`src/rtl/bus_arb_pkg.sv`:
```
// Shared types and sizing helpers for the 8088 bus hold arbiter.
// Optional feature macro: BUS_ARB_TIMEOUT_EN (tenure limit with requester masking).
package bus_arb_pkg;

  // Arbiter sequencing: the bus only changes hands through REQ_HOLD/GRANT,
  // and always goes back to the CPU through RELEASE/GAP.
  typedef enum logic [2:0] {
    IDLE     = 3'd0,
    REQ_HOLD = 3'd1,
    GRANT    = 3'd2,
    RELEASE  = 3'd3,
    GAP      = 3'd4
  } arb_state_t;

  localparam int DEF_NREQ       = 4;
  localparam int DEF_MAX_TENURE = 64;
  localparam int DEF_GAP_CYCLES = 2;

  // Width of a requester index; never below one bit.
  function automatic int owner_w(input int n);
    return (n > 1) ? $clog2(n) : 1;
  endfunction

  // Width of a counter that must hold values 0..n-1; never below one bit.
  function automatic int cnt_w(input int n);
    return (n > 1) ? $clog2(n) : 1;
  endfunction

  // Tenure counter is at least 8 bits wide regardless of MAX_TENURE.
  function automatic int tenure_w(input int n);
    return (cnt_w(n) > 8) ? cnt_w(n) : 8;
  endfunction

endpackage

```
`src/rtl/rr_picker.sv`:
```
// Combinational round-robin picker: returns the first eligible requester
// at or above the pointer, wrapping modulo NREQ.
module rr_picker
  import bus_arb_pkg::*;
#(
  parameter int NREQ = DEF_NREQ
) (
  input  logic [NREQ-1:0]          elig_i,
  input  logic [owner_w(NREQ)-1:0] ptr_i,
  output logic [NREQ-1:0]          win_oh_o,
  output logic [owner_w(NREQ)-1:0] win_idx_o,
  output logic                     valid_o
);

  localparam int IW = owner_w(NREQ);

  // ptr + offset stays below 2*NREQ, so one conditional subtract wraps it.
  logic [IW:0] slot;

  // Scan from the farthest offset down so the nearest eligible slot wins.
  always_comb begin
    win_oh_o  = '0;
    win_idx_o = '0;
    valid_o   = 1'b0;
    slot      = '0;
    for (int off = NREQ - 1; off >= 0; off--) begin
      slot = {1'b0, ptr_i} + (IW + 1)'(off);
      if (slot >= (IW + 1)'(NREQ)) begin
        slot = slot - (IW + 1)'(NREQ);
      end
      if (elig_i[slot[IW-1:0]]) begin
        win_oh_o                 = '0;
        win_oh_o[slot[IW-1:0]]   = 1'b1;
        win_idx_o                = slot[IW-1:0];
        valid_o                  = 1'b1;
      end
    end
  end

endmodule

```
`src/rtl/bus_hold_arbiter.sv`:
```
// Shares the 8088 local bus between the CPU and NREQ external masters using
// the HOLD/HLDA handshake, granting one requester per HOLD cycle in
// round-robin order. All outputs are registered.
// Handshake: REQ[i] is a level held by requester i until it is done with the
// bus; GNT[i] is only asserted while HOLD=1 and HLDA=1 were seen; dropping
// REQ[owner] ends the tenure and the bus returns to the CPU.
// Optional feature macro: BUS_ARB_TIMEOUT_EN bounds tenure to MAX_TENURE
// cycles and masks the offending requester until it drops REQ.
module bus_hold_arbiter
  import bus_arb_pkg::*;
#(
  parameter int NREQ       = DEF_NREQ,
  parameter int MAX_TENURE = DEF_MAX_TENURE,
  parameter int GAP_CYCLES = DEF_GAP_CYCLES
) (
  input  logic                     CLK,
  input  logic                     RESET,
  input  logic [NREQ-1:0]          REQ,
  input  logic                     HLDA,
  output logic                     HOLD,
  output logic [NREQ-1:0]          GNT,
  output logic [owner_w(NREQ)-1:0] OWNER,
  output logic                     BUSY,
  output logic                     PROTO_ERR,
  output logic                     TIMEOUT
);

  localparam int OW = owner_w(NREQ);
  localparam int GW = cnt_w(GAP_CYCLES);

  arb_state_t      state_q, state_d;
  logic            hold_q, hold_d;
  logic [NREQ-1:0] gnt_q, gnt_d;
  logic [OW-1:0]   owner_q, owner_d;
  logic            busy_q, busy_d;
  logic            perr_q, perr_d;
  logic            tout_q, tout_d;
  logic [OW-1:0]   ptr_q, ptr_d;
  logic [NREQ-1:0] mask_q, mask_d;
  logic [GW-1:0]   gap_q, gap_d;

  logic [NREQ-1:0] elig;
  logic [NREQ-1:0] pick_oh;
  logic [OW-1:0]   pick_idx;
  logic            pick_valid;
  logic            tenure_end;

`ifdef BUS_ARB_TIMEOUT_EN
  localparam int TW = tenure_w(MAX_TENURE);
  logic [TW-1:0] ten_q, ten_d;
  assign tenure_end = (ten_q == TW'(MAX_TENURE - 1));
`else
  assign tenure_end = 1'b0;
`endif

  assign elig = REQ & ~mask_q;

  rr_picker #(.NREQ(NREQ)) u_picker (
    .elig_i    (elig),
    .ptr_i     (ptr_q),
    .win_oh_o  (pick_oh),
    .win_idx_o (pick_idx),
    .valid_o   (pick_valid)
  );

  // Next-state and next-output logic for the bus hold sequence.
  always_comb begin
    state_d = state_q;
    hold_d  = hold_q;
    gnt_d   = gnt_q;
    owner_d = owner_q;
    perr_d  = perr_q;
    tout_d  = 1'b0;
    ptr_d   = ptr_q;
    gap_d   = gap_q;
`ifdef BUS_ARB_TIMEOUT_EN
    mask_d  = mask_q & REQ;
    ten_d   = ten_q;
`else
    mask_d  = '0;
`endif
    case (state_q)
      IDLE: begin
        hold_d = 1'b0;
        gnt_d  = '0;
        if (pick_valid) begin
          state_d = REQ_HOLD;
          hold_d  = 1'b1;
        end
      end
      REQ_HOLD: begin
        if (!pick_valid) begin
          state_d = RELEASE;
          hold_d  = 1'b0;
        end else if (HLDA) begin
          state_d = GRANT;
          gnt_d   = pick_oh;
          owner_d = pick_idx;
          ptr_d   = (pick_idx == OW'(NREQ - 1)) ? '0 : pick_idx + OW'(1);
`ifdef BUS_ARB_TIMEOUT_EN
          ten_d   = '0;
`endif
        end
      end
      GRANT: begin
        if (!HLDA || !REQ[owner_q] || tenure_end) begin
          state_d = RELEASE;
          gnt_d   = '0;
          hold_d  = 1'b0;
          tout_d  = tenure_end;
          if (!HLDA) begin
            perr_d = 1'b1;
          end
          if (tenure_end) begin
            mask_d[owner_q] = 1'b1;
          end
        end else begin
`ifdef BUS_ARB_TIMEOUT_EN
          ten_d = ten_q + TW'(1);
`endif
        end
      end
      RELEASE: begin
        hold_d = 1'b0;
        gnt_d  = '0;
        if (!HLDA) begin
          state_d = GAP;
          gap_d   = '0;
        end
      end
      GAP: begin
        if (gap_q == GW'(GAP_CYCLES - 1)) begin
          state_d = IDLE;
        end else begin
          gap_d = gap_q + GW'(1);
        end
      end
      default: begin
        state_d = IDLE;
        hold_d  = 1'b0;
        gnt_d   = '0;
      end
    endcase
    busy_d = (state_d != IDLE);
  end

  // State and registered outputs; reset returns the bus to the CPU at once.
  always_ff @(posedge CLK or posedge RESET) begin
    if (RESET) begin
      state_q <= IDLE;
      hold_q  <= 1'b0;
      gnt_q   <= '0;
      owner_q <= '0;
      busy_q  <= 1'b0;
      perr_q  <= 1'b0;
      tout_q  <= 1'b0;
      ptr_q   <= '0;
      mask_q  <= '0;
      gap_q   <= '0;
    end else begin
      state_q <= state_d;
      hold_q  <= hold_d;
      gnt_q   <= gnt_d;
      owner_q <= owner_d;
      busy_q  <= busy_d;
      perr_q  <= perr_d;
      tout_q  <= tout_d;
      ptr_q   <= ptr_d;
      mask_q  <= mask_d;
      gap_q   <= gap_d;
    end
  end

`ifdef BUS_ARB_TIMEOUT_EN
  // Tenure counter for the current grant.
  always_ff @(posedge CLK or posedge RESET) begin
    if (RESET) begin
      ten_q <= '0;
    end else begin
      ten_q <= ten_d;
    end
  end
`endif

  assign HOLD      = hold_q;
  assign GNT       = gnt_q;
  assign OWNER     = owner_q;
  assign BUSY      = busy_q;
  assign PROTO_ERR = perr_q;
  assign TIMEOUT   = tout_q;

endmodule
```
`config.mk`:
```
export PLATFORM = sky130hd
export DESIGN_NAME = bus_hold_arbiter
export DESIGN_NICKNAME = d
export VERILOG_FILES = /design/src/rtl/bus_arb_pkg.sv /design/src/rtl/rr_picker.sv /design/src/rtl/bus_hold_arbiter.sv
export SDC_FILE = /design/constraint.sdc
export NUM_CORES = 1
export LEC_CHECK = 0
export CAP_MARGIN = 20
export CORE_MARGIN = 5
export CORE_UTILIZATION = 30
export DETAILED_ROUTE_END_ITERATION = 12
export PLACE_DENSITY_LB_ADDON = 0.15
export SLEW_MARGIN = 20
export SYNTH_ARGS = -nofsm -noshare
export SYNTH_HDL_FRONTEND = slang
export SYNTH_SLANG_ARGS = --single-unit
```
`constraint.sdc`:
```
create_clock -name CLK -period 3.3 [get_ports CLK]
set_input_delay 0.66 -clock CLK [delete_from_list [all_inputs] [get_ports CLK]]
set_output_delay 0.66 -clock CLK [all_outputs]
set_load 0.005 [all_outputs]
```
==> results of run 1 <==
==> cells by family (layout without fill, tap and decap cells) <==
logic type / Yosys count / count (layout) / share of synthesized area (%)
buffers and inverters: 10 / 28 / 3.78
other: 1 / 1 / 0.323
adders and majority gates: 8 / 8 / 8.63
DFF: 15 / 15 / 32.4
and+or+nand+nor: 33 / 33 / 15.8
muxes: 14 / 14 / 19.1
AOI/OAI and AO/OA: 32 / 32 / 20.1
==> final timing paths <==
path | to | slack [ns] | from | depth (start not counted)
worst max-delay path | GNT[2] | 0.57 | REQ[0] | 6
worst min-delay path | PROTO_ERR | 0.48 | PROTO_ERR | 1
worst max register to register | GNT[0] | 0.77 | ptr_q[1] | 7
worst min register to register | PROTO_ERR | 0.48 | PROTO_ERR | 1
max in group asynchronous | ptr_q[0] | 2.14 | RESET | 2
min in group asynchronous | BUSY | 0.78 | RESET | 2
==> flip-flops by register name, summed over array words and instances (netlist names) <==
name       count
state_q        3
gap_q          1
HOLD           1
OWNER          2
PROTO_ERR      1
ptr_q          2
GNT            4
BUSY           1
==> cells in the final DEF, fill, tap and decap left out, types with 2 or more instances in the layout <==
cell type / count
nor2_1: 8
o221ai_1: 3
a21oi_1: 7
nand2_1: 3
mux2i_1: 3
buf_4: 4
nand2b_1: 3
or2_1: 3
mux2_2: 6
or4_1: 2
o21ai_0: 4
mux4_1: 3
inv_1: 5
clkdlybuf4s50_1: 15
nor3_1: 4
dfrtp_1: 15
nor2b_1: 2
clkbuf_8: 3
o22ai_1: 3
a221oi_1: 4
ha_1: 8
mux4_2: 2
==> per-stage QoR <==
step	area (um^2)	utilization (%)	hold slack [ns]
after detailed placement	1380	37.0	0.455
after floorplan	1160	-	0.451
after CTS	1420	38.2	0.482
final	1420	38.2	0.481
after global placement	1380	37.0	0.449
after global routing	1420	38.2	0.513
==> per-layer routing <==
layer / vias up / GRT usage, % / part of all wire, %
met5: - / 0 / 0
met4: 0 / 0.835 / 0.24
li1: 472 / - / -
met2: 16 / 15.6 / 46
met3: 2 / 3.19 / 3.8
met1: 459 / 14.9 / 50
==> worst max-delay path, stage by stage <==
cell and delay, ns:
clkdlybuf4s50_1 0.54, or4_1 0.70, nand2_1 0.17, a21oi_1 0.08, o21ai_1 0.32, mux2_2 0.39
==> where the power goes <==
part,total [mW],switching (mW),internal [mW]
Combinational,0.786,0.379,0.407
Sequential,0.340,0.0777,0.262
Clock,0.146,0.0602,0.0853
==> cell usage after synthesis (all sizes together) (2+ instances only) <==
| cell | number | area share, % |
|---|---|---|
| mux4 | 5 | 11 |
| nand2 | 3 | 0.97 |
| mux2 | 6 | 5.8 |
| o22ai | 3 | 1.6 |
| o21ai | 5 | 2.2 |
| nand2b | 3 | 1.6 |
| ha | 8 | 8.6 |
| inv | 5 | 1.6 |
| nor2 | 8 | 2.6 |
| a221oi | 4 | 3.0 |
| or2 | 4 | 2.2 |
| or4 | 2 | 1.3 |
| a21oi | 7 | 3.0 |
| clkbuf | 2 | 0.65 |
| mux2i | 3 | 2.6 |
| nor3 | 4 | 1.7 |
| dfrtp | 15 | 32 |
| nor2b | 2 | 1.1 |
| buf | 3 | 1.5 |
| o221ai | 3 | 2.3 |
==> final cells by class <==
cell class	count	area [um^2]
fillers	385	2300
multi-input cells	88	741
flip-flops and latches	15	375
repair buffers	19	180
well taps	48	60.1
clock buffers	4	45.0
inverters	5	18.8
==> reports/metrics.csv, run 1 <==
metric;value;unit
drive_gt1_share;13.0;%
cts_inserted_buffers;3;
die_area;5210;um^2
synth_seq_cells;15;
endpoint_kind;flop;
viasPerCell;5.30;
worstPathRequired;3.43;ns
leakage;0.605;nW
placed_cells;175;
outcome;complete, no violations;
drc;0;
cts_resized;0;
clkLatencyLatePin;0.24;ns
rows;22;
ir_worst_vdd;372;uV
synth_cell_types;42;
cts_tree;done;
die-width;72.2;um
area_growth;22.4;%
syn_nets;128;
clk_pin_slew;0.06;ns
groute.usage.overall;10.3;%
ys_seq_area_share;32.4;%
worst-slew-pin-transition;0.588;ns
worstPathArrival;2.86;ns
first_iter_violations;37;
total_power;1.27;mW
fin_crit_sh;82.8;%
cts_setup_buffers;0;
grt_pass1_vias;909;
postCtsHoldBufs;0;
place_ws;0.331;ns
grt_max_degree;16;
min_period;2.73;ns
clock_skew;0.00118;ns
num_antenna_cells;0;
vias;949;
final_nets;147;
setup_viol;0;
die_h;72.2;um
slew_headroom;60.8;%
port_buffers;15;
grt_pass1_wl;4.32;mm
synth_edf_count;0;
final_cells;179;
cp-start-kind;input port;
syn_inst;113;
avgSynthCellArea;10.3;um^2
fmax;366;MHz
root_buffer;clkbuf_8;
yosysWarnings;0;
postRouteAntennaNets;0;
wl_per_cell;14.1;um
dr.pass1.iters;4;
tns;0;ns
synthesis.area;1160;um^2
antenna_found_initial;0;
rsz0062_at_grt;no;
io_pins;17;
max_cap_violations;0;
hold_viol;0;
setup_ws;0.569;ns
htreeDepth;1;
cts_sinks;15;
synthArstFlopShare;100;%
overflow;0;
synth_flop_cell;dfrtp_1;
final-max-slew-violation-count;0;
setup.worst_path.class;in -> reg;
wirelength;2.53;mm
core_area;3720;um^2
place.gp.congestion;0.769;
powerDensity;895;nW/um^2
dp_hpwl;1.94;mm
start_util;31.2;%
hold_class;reg -> reg;
cts.path.max_buffers;2;
cp_max_fo;9;
Note: power is estimated with default switching activity, not from simulation.
==> run 2, diff against run 1 <==
==> constraint.sdc (replaced) <==
create_clock -name CLK -period 2.85 [get_ports CLK]
set_input_delay 0.57 -clock CLK [delete_from_list [all_inputs] [get_ports CLK]]
set_output_delay 0.57 -clock CLK [all_outputs]
set_load 0.005 [all_outputs]
==> reports/metrics.csv, run 2 (synthesis results as in run 1) <==
metric;value;unit
max_cap_violations;0;
num_antenna_cells;0;
seq_area;375;um^2
port_buffers;15;
fin_hold_ws;0.457;ns
cpPeakStageDelay;0.63;ns
final-max-slew-violation-count;0;
die_area;5210;um^2
cts_inserted_buffers;3;
clock_skew;0.00275;ns
fmax;392;MHz
dp_hpwl;1.95;mm
clkLatencyLatePin;0.24;ns
leakage;0.614;nW
overflow;0;
grt.busiest_layer;met1;
root_buffer;clkbuf_8;
place_ws;0.0398;ns
die-width;72.2;um
drc;0;
place.gp.congestion;0.791;
io_pins;17;
slew_headroom;61.5;%
rr_worst_depth;7;
cts_resized;0;
cts_sinks;15;
core_area;3720;um^2
first_iter_violations;90;
cts_setup_buffers;0;
fin_crit_sh;89.5;%
antenna_found_initial;0;
groute.usage.overall;11.1;%
placed_area;1390;um^2
worst-slew-pin-transition;0.577;ns
use_met3;4.16;%
postCtsHoldBufs;0;
worstPathCellList;clkdlybuf4s50_1, mux4_1, or2_1, a221oi_1, nor3_1, mux2_2;
cp-start-kind;input port;
placed_cells;177;
setup_ws;0.300;ns
setup_viol;0;
drive_gt1_share;14.3;%
cp_top_family;multiplexers;
critPathBufInv;1;
cts_tree;done;
hold_class;reg -> reg;
ir_worst_vdd;454;uV
multi_input_area;741;um^2
endpoint_kind;flop;
htreeDepth;1;
met2_usage;15.0;%
viasPerCell;5.24;
clk_pin_slew;0.06;ns
powerDensity;1040;nW/um^2
grt_pass1_wl;4.65;mm
wl_per_cell;14.3;um
postRouteAntennaNets;0;
cts.path.max_buffers;2;
setup.worst_path.class;in -> reg;
worstPathArrival;2.68;ns
outcome;complete, no violations;
dr.pass1.iters;4;
tns;0;ns
cp.depth;6;
finish.utilization;38.6;%
met1_usage;16.7;%
rsz0062_at_grt;no;
final_cells;181;
min_path_cells;1;
cp_max_fo;10;
final_nets;149;
largest_reg_flops;4;
grt_max_degree;16;
hold_viol;0;
area_growth;23.7;%
grt_pass1_vias;950;
final_cell_mix;15 x dfrtp_1, 15 x clkdlybuf4s50_1, 8 x nor2_1, 8 x ha_1, 7 x a21oi_1;
n_fill_cell;378;
worstPathRequired;2.98;ns
die_h;72.2;um
vias;949;
cpMaxStageDelayCell;mux4_1;
rows;22;
total_power;1.49;mW
wirelength;2.59;mm
min_period;2.55;ns
start_util;31.2;%
design_area;1440;um^2
run 2: changes by cell type in the layout (fill, tap and decap cells not counted):
cell | before | now
buf_4 | 4 | 6
run 2: worst register-to-register path, delay by kind of cell, from the launching register on:
kind            cells  cell delay, ns
buf+inv             1            0.06
fa+ha+maj           1            0.34
flops               1            0.36
mux                 2            0.90
simple gates        2            0.39
compound gates      1            0.28
run 2: worst paths after layout:
| check | start | to | slack (ns) |
|---|---|---|---|
| min in group asynchronous | RESET | state_q[2] | 0.69 |
| worst min-delay path | PROTO_ERR | PROTO_ERR | 0.46 |
| max in group asynchronous | RESET | ptr_q[1] | 1.78 |
| worst max-delay path | REQ[3] | GNT[2] | 0.30 |
| worst min register to register | PROTO_ERR | PROTO_ERR | 0.46 |
| worst max register to register | ptr_q[0] | GNT[2] | 0.41 |
run 2: per-layer routing:
metal	vias up	wire length, um
met4	0	22
met5	-	0
li1	473	-
met3	4	158
met1	446	1300
met2	26	1110
run 2: cell type report:
type | count | area share (%)
inverters | 5 | 1.31
clock buffers | 4 | 3.14
well taps | 48 | 4.18
repair buffers | 21 | 13.6
flip-flops and latches | 15 | 26.2
multi-input cells | 88 | 51.6
run 2: report_power, final:
group | leakage, nW | internal (mW) | switching (mW) | total, mW
clock | 0.0228 | 0.0987 | 0.0672 | 0.166
combinational | 0.407 | 0.481 | 0.447 | 0.928
sequential | 0.184 | 0.304 | 0.0916 | 0.396
